[src/rtl/sapato_baralho.sv]
// ---------------------------------------------------------------------------
// sapato_baralho
//
// Multi-deck card shoe for the blackjack datapath. Holds NUM_DECKS x 52 card
// values, refills them in canonical order and shuffles them in place with a
// Fisher-Yates permutation driven by an internal 16-bit Galois LFSR. Cards
// are then served in order through a request/valid deal port.
//
// Parameters:
//   NUM_DECKS      : number of 52-card decks (1..4), DEPTH = 52 * NUM_DECKS
//   SHUFFLE_PASSES : full Fisher-Yates passes per shuffle (1..4)
//   LFSR_SEED      : non-zero LFSR value loaded on reset
//   RESHUFFLE_MARK : low_shoe threshold in cards remaining
//
// Ports:
//   clock         in  : single clock, rising edge
//   reset         in  : asynchronous, active-high reset
//   shuffle_start in  : pulse requesting a refill and shuffle (IDLE only)
//   shuffle_busy  out : high while the refill/shuffle is in progress
//   shuffle_done  out : one-cycle pulse in the final busy cycle
//   deal_req      in  : request for the next card (IDLE only)
//   deal_valid    out : one-cycle pulse, deal_card valid in this cycle
//   deal_card     out : card value (1 = ace, 2..10, 11 = J/Q/K)
//   cards_left    out : number of undealt cards, 0..DEPTH
//   deal_empty    out : cards_left == 0
//   low_shoe      out : 0 < cards_left <= RESHUFFLE_MARK
// ---------------------------------------------------------------------------
module sapato_baralho #(
    parameter int          NUM_DECKS      = 1,
    parameter int          SHUFFLE_PASSES = 1,
    parameter logic [15:0] LFSR_SEED      = 16'hACE1,
    parameter int          RESHUFFLE_MARK = 16
) (
    input  logic       clock,
    input  logic       reset,
    input  logic       shuffle_start,
    output logic       shuffle_busy,
    output logic       shuffle_done,
    input  logic       deal_req,
    output logic       deal_valid,
    output logic [3:0] deal_card,
    output logic [7:0] cards_left,
    output logic       deal_empty,
    output logic       low_shoe
);

    localparam int         DEPTH     = 52 * NUM_DECKS;
    localparam int         AW        = $clog2(DEPTH);
    localparam logic [7:0] DEPTH_V   = 8'(DEPTH);
    localparam logic [7:0] LAST_IDX  = 8'(DEPTH - 1);
    localparam logic [7:0] MARK      = 8'(RESHUFFLE_MARK);
    localparam logic [1:0] LAST_PASS = 2'(SHUFFLE_PASSES - 1);

    typedef enum logic [2:0] {
        S_IDLE,
        S_FILL,
        S_PICK,
        S_SWAP,
        S_DONE
    } state_t;

    state_t      state;
    state_t      state_next;
    logic [15:0] lfsr;
    logic [7:0]  idx;
    logic [AW-1:0] j_sel;
    logic [1:0]  pass;
    logic [3:0]  fill_r;
    logic [7:0]  ptr;
    logic [3:0]  mem [DEPTH];

    logic [7:0]  cand;
    logic        accept;
    logic [3:0]  canon_value;
    logic        deal_fire;

    // Smallest 2^k-1 that covers v: smear the top set bit downwards.
    function automatic logic [7:0] mask_for(input logic [7:0] v);
        logic [7:0] m;
        m = v | (v >> 1);
        m = m | (m >> 2);
        m = m | (m >> 4);
        return m;
    endfunction

    // Candidate swap partner; values above i are rejected and retried with
    // the next LFSR value, which keeps the choice unbiased.
    assign cand   = lfsr[7:0] & mask_for(idx);
    assign accept = (cand <= idx);

    // fill_r tracks slot mod 13 so no divider is needed during FILL.
    assign canon_value = (fill_r == 4'd0) ? 4'd1 :
                         (fill_r <= 4'd9) ? (fill_r + 4'd1) : 4'd11;

    // shuffle_start has priority over dealing in the same IDLE cycle.
    assign deal_fire = (state == S_IDLE) && !shuffle_start && deal_req &&
                       (cards_left != 8'd0);

    assign deal_empty = (cards_left == 8'd0);
    assign low_shoe   = (cards_left <= MARK) && (cards_left != 8'd0);

    // Free-running LFSR: it advances in every state so the shuffle outcome
    // depends on how many cycles elapsed since reset.
    always_ff @(posedge clock or posedge reset) begin
        if (reset) begin
            lfsr <= LFSR_SEED;
        end else begin
            lfsr <= (lfsr >> 1) ^ (lfsr[0] ? 16'hB400 : 16'h0000);
        end
    end

    always_ff @(posedge clock or posedge reset) begin
        if (reset) begin
            state <= S_IDLE;
        end else begin
            state <= state_next;
        end
    end

    always_comb begin
        state_next   = state;
        shuffle_busy = 1'b1;
        shuffle_done = 1'b0;
        case (state)
            S_IDLE: begin
                shuffle_busy = 1'b0;
                if (shuffle_start) begin
                    state_next = S_FILL;
                end
            end
            S_FILL: begin
                if (idx == LAST_IDX) begin
                    state_next = S_PICK;
                end
            end
            S_PICK: begin
                if (accept) begin
                    state_next = S_SWAP;
                end
            end
            S_SWAP: begin
                if (idx > 8'd1) begin
                    state_next = S_PICK;
                end else if (pass < LAST_PASS) begin
                    state_next = S_PICK;
                end else begin
                    state_next = S_DONE;
                end
            end
            S_DONE: begin
                shuffle_done = 1'b1;
                state_next   = S_IDLE;
            end
            default: begin
                state_next = S_IDLE;
            end
        endcase
    end

    // Control datapath: fill/shuffle indices, read pointer and the deal port.
    // Starting a shuffle discards whatever is left in the shoe.
    always_ff @(posedge clock or posedge reset) begin
        if (reset) begin
            idx        <= 8'd0;
            j_sel      <= '0;
            pass       <= 2'd0;
            fill_r     <= 4'd0;
            ptr        <= 8'd0;
            cards_left <= 8'd0;
            deal_valid <= 1'b0;
            deal_card  <= 4'd0;
        end else begin
            deal_valid <= 1'b0;
            case (state)
                S_IDLE: begin
                    if (shuffle_start) begin
                        idx        <= 8'd0;
                        fill_r     <= 4'd0;
                        cards_left <= 8'd0;
                    end else if (deal_fire) begin
                        deal_valid <= 1'b1;
                        deal_card  <= mem[ptr[AW-1:0]];
                        ptr        <= ptr + 8'd1;
                        cards_left <= cards_left - 8'd1;
                    end
                end
                S_FILL: begin
                    fill_r <= (fill_r == 4'd12) ? 4'd0 : (fill_r + 4'd1);
                    if (idx == LAST_IDX) begin
                        pass <= 2'd0;
                    end else begin
                        idx <= idx + 8'd1;
                    end
                end
                S_PICK: begin
                    if (accept) begin
                        j_sel <= cand[AW-1:0];
                    end
                end
                S_SWAP: begin
                    if (idx > 8'd1) begin
                        idx <= idx - 8'd1;
                    end else if (pass < LAST_PASS) begin
                        pass <= pass + 2'd1;
                        idx  <= LAST_IDX;
                    end
                end
                S_DONE: begin
                    cards_left <= DEPTH_V;
                    ptr        <= 8'd0;
                end
                default: begin
                    deal_valid <= 1'b0;
                end
            endcase
        end
    end

    // Card storage is deliberately not reset; its contents are only trusted
    // after a completed refill and shuffle.
    always_ff @(posedge clock) begin
        if (state == S_FILL) begin
            mem[idx[AW-1:0]] <= canon_value;
        end else if (state == S_SWAP) begin
            mem[idx[AW-1:0]] <= mem[j_sel];
            mem[j_sel]       <= mem[idx[AW-1:0]];
        end
    end

endmodule

[config.mk]
export PLATFORM = sky130hd
export DESIGN_NAME = sapato_baralho
export DESIGN_NICKNAME = d
export VERILOG_FILES = /design/src/rtl/sapato_baralho.sv
export SDC_FILE = /design/constraint.sdc
export NUM_CORES = 1
export LEC_CHECK = 0
export ABC_AREA = 1
export CAP_MARGIN = 20
export CORE_UTILIZATION = 40
export DETAILED_ROUTE_END_ITERATION = 10
export GPL_ROUTABILITY_DRIVEN = 0
export SLEW_MARGIN = 20
export SYNTH_ARGS = -nofsm -noshare
export SYNTH_HDL_FRONTEND = slang
export SYNTH_SLANG_ARGS = --single-unit
[constraint.sdc]
create_clock -name clock -period 3 [get_ports clock]
set_input_delay 0.6 -clock clock [delete_from_list [all_inputs] [get_ports clock]]
set_output_delay 0.6 -clock clock [all_outputs]
set_load 0.02 [all_outputs]
==> out/metrics.sh <==
POST-DP-HPWL_UM=51600
PLACEMENTROWS=80
LEFTOVER_OVERFLOW_AT_THE_END_OF_GLOBAL_ROUTING=0
REPORT.POWER.TOTAL_mW=8.01
LARGEST_NET_DEGREE_AT_THE_START_OF_GLOBAL_ROUTING=102
LAYOUT_WORST_PATH_CYCLE_SHARE_PCT=98.9
MAPPEDNETLISTNETS=2939
CLOCK_PERIOD_MINUS_FINAL_WORST_SETUP_SLACK_NS=2.97
YOSYS_WARNINGS=0
CRITICAL_PATH.ENDPOINT_TYPE='flip-flop'
VIA_COUNT=20226
CTS_BUFFERS=34
PORT_BUFFERS=20
DRCVIOLATIONCOUNT=0
DETAILEDROUTE.FIRSTITERATIONVIOLATIONS=2873
SYNTH.DISTINCT_CELLS=46
TIMING_MAX_TRANSITION_VIOLATIONS_FINAL=0
POWER_LEAKAGE_nW=10.0
CTS.SINK_COUNT=264
TRITONCTS='done'
INITIAL_UTILIZATION_PCT=40.4
CTS_HTREE_LEVELS=2
WORST_CLOCK_SKEW_NS=0.0234
SYNTH-SEQ-CELLS=264
FIN_UTIL_PCT=45.6
SETUP-VIOLATIONS-FINAL=0
TIMING.FINAL.HOLD_VIOLATIONS=0
GRT_FIRST_PASS_WIRELENGTH_UM=114000
N_FILL_CELL=4886
ROUTE.FINAL.WIRE_LENGTH_UM=75300
FINISH.NET_COUNT=2972
P_PER_AREA_nW_PER_UM2=368
HOLD_PATH.CLASS='input port to async pin'
FIRSTDRTPASSITERS=6
WORST_SETUP_HOLD_PATH_CLK_SLEW_NS=0.06
DIEWIDTH_UM=221
MAX_FREQ_MHz=337
YOSYSSEQAREASHARE_PCT=39.8
FP.COREAREA_UM2=47600
ANTENNA_VIOLATIONS_BEFORE_REPAIR=3
POST_DRT_WL_PER_CELL_UM=20.9
SYNTH.AVG_CELL_AREA_UM2=6.60
FIRST_GLOBAL_VIAS=18996
FLOW.AREA_GROWTH_FROM_SYNTHESIS_PCT=12.9
ASYNCSETRESETFLOPFRACSYNTH_PCT=21.2
TIMING.HOLD.WS_NS=0.258
MAX-CLOCK-PATH-BUFFERS=3
STATUS='complete, no violations'
MAXCAPVIOLATIONS=0
SETUP.WORST_PATH.CLASS='flip-flop to flip-flop'
CTS-HOLD-FIX-BUFFERS=0
CP-START-KIND='flip-flop'
TIMING.MAX_SLEW.REL_SLACK_PCT=41.5
CP_DATA_REQUIRED_TIME_NS=3.19
DESIGN.DIE.AREA_UM2=49000
NETLIST_INSTANCES=2919
ANTENNA_VIOLATING_NETS_POST_ROUTE=0
CTS-ROOT-BUF='clkbuf_16'
IO-PIN-COUNT=21
CHIPHEIGHT_UM=221
CRITICAL_PATH_ARRIVAL_NS=3.15
GRT_UTIL_ALL_LAYERS_PCT=30.6
COUNT_OF_FLIP_FLOPS_WITH_A_BUILT_IN_ENABLE_AFTER_SYNTHESIS=208
VDD_IR_DROP_MAX_mV=0.319
TIMING_WORST_SLEW_PIN_VALUE_NS=0.876
SYNTH.CELL_AREA_UM2=19300
WORSTPATHMAXFANOUT=26
VIA_PER_INST=5.63
PRIMARY_FF_MASTER_SYNTH='edfxtp_1'
CLOCK_INSERTION_DELAY_AT_THE_LATER_PIN_OF_THE_SKEW_REPORT_NS=0.56
RSZ0062_AT_GRT='true'
LAYOUT-DRIVE-GT1-SHARE_PCT=8.30
-- metrics by stage --
step	cell area (um^2)	TNS [ns]	instances	worst slack [ns]
6_report	21700	0	3594	0.0340
5_1_grt	21700	-0.00509	3590	-0.00509
4_1_cts	21700	0	3590	0.0434
3_5_place_dp	20600	0	3531	0.117
3_3_place_gp	20600	0	3531	0.165
2_1_floorplan	19300	0	2919	0.477
-- state kept, by name, indices dropped and copies added (netlist names) --
signal / cells
mem: 208
lfsr: 16
cards_left: 8
idx: 8
j_sel: 6
ptr: 6
deal_card: 4
fill_r: 4
state: 3
deal_valid: 1
-- where the power goes --
| part | internal [mW] | total (mW) | switching [mW] |
|---|---|---|---|
| Combinational | 0.00560 | 0.0230 | 0.0174 |
| Clock | 2.42 | 4.08 | 1.66 |
| Sequential | 3.90 | 3.90 | 0 |
| Total | 6.33 | 8.01 | 1.67 |
-- path summary, 6_finish.rpt --
kind                               start          to  slack, ns  cells after the start
worst max-delay path              idx[0]  mem[18][3]       0.03                      6
worst min-delay path               reset     lfsr[8]       0.26                      2
worst max register to register    idx[0]  mem[18][3]       0.03                      6
worst min register to register  lfsr[12]    lfsr[11]       0.35                      0
max in group asynchronous          reset      ptr[0]       2.05                      3
min in group clock              lfsr[12]    lfsr[11]       0.35                      0
-- critical path, stage by stage (launching register included) --
cell,delay (ns)
dfrtp_4,0.51
inv_2,0.07
buf_4,0.29
nand3_1,0.33
inv_1,0.18
nand2_1,0.54
o21ai_0,0.69
-- kinds of logic after synthesis --
| family | share of synthesized area, % |
|---|---|
| and+or+nand+nor | 34.1 |
| AOI/OAI and AO/OA | 13.8 |
| buffers and inverters | 10.7 |
| DFF | 39.8 |
| adders and majority gates | 1.04 |
| xor gates and xnor gates | 0.500 |
-- what timing repair did --
item                                    4_1_cts  5_1_grt
resized for setup                             0        9
endpoints found under the setup margin        0       20
buffers inserted                              0        0
hold endpoints to repair                      0        0
-- cell usage in the layout, fill, tap and decap left out, types with 5 or more instances in the layout --
master | netlist | layout
buf_12 | 0 | 20
nand4_1 | 8 | 8
clkinv_2 | 0 | 5
inv_2 | 32 | 35
edfxtp_1 | 208 | 208
clkbuf_16 | 0 | 38
nor2_1 | 189 | 188
o211ai_1 | 46 | 46
nand3_1 | 184 | 183
o21ai_1 | 6 | 10
o22ai_1 | 21 | 21
ha_1 | 16 | 16
xor2_1 | 10 | 10
nor3_1 | 14 | 14
clkinv_1 | 3 | 8
nand2_1 | 1251 | 1249
dfrtp_1 | 48 | 43
buf_4 | 12 | 112
dfstp_2 | 8 | 8
a21oi_1 | 105 | 105
inv_1 | 283 | 280
clkdlybuf4s50_1 | 0 | 18
o31ai_1 | 5 | 5
clkbuf_1 | 53 | 5
o21ai_0 | 292 | 288
nand2_2 | 5 | 7
-- layer usage --
layer | part of all wire (%) | GRT usage (%)
met5 | 0.012 | 0
met4 | 5.9 | 17.9
met3 | 13 | 8.18
met2 | 42 | 46.0
met1 | 39 | 39.6
-- Yosys cell counts, types with 6 or more instances --
master / instances / area [um^2]
o21ai_1: 6 / 30.0
o22ai_1: 21 / 131
buf_4: 12 / 90.1
buf_2: 57 / 285
o211ai_1: 46 / 345
clkbuf_1: 53 / 199
nand3_1: 184 / 921
nor2_1: 189 / 709
xor2_1: 10 / 87.6
nor3_1: 14 / 70.1
inv_2: 32 / 120
nand4_1: 8 / 50.1
ha_1: 16 / 200
buf_1: 10 / 37.5
nand2_1: 1251 / 4700
dfrtp_1: 48 / 1200
buf_6: 23 / 259
dfstp_2: 8 / 210
a21oi_1: 105 / 526
edfxtp_1: 208 / 6250
o21ai_0: 292 / 1460
inv_1: 283 / 1060
-- cell type report --
type	instances	area (um^2)	area share, %
diodes	4	10.0	0.0461
clock buffers	45	997	4.59
clock inverters	14	100	0.461
inverters	318	1190	5.49
multi-input cells	2182	9540	43.9
flip-flops and latches	264	7670	35.3
well taps	615	769	3.54
repair buffers	152	1450	6.66
No activity file was read; power rests on OpenSTA's default activity.
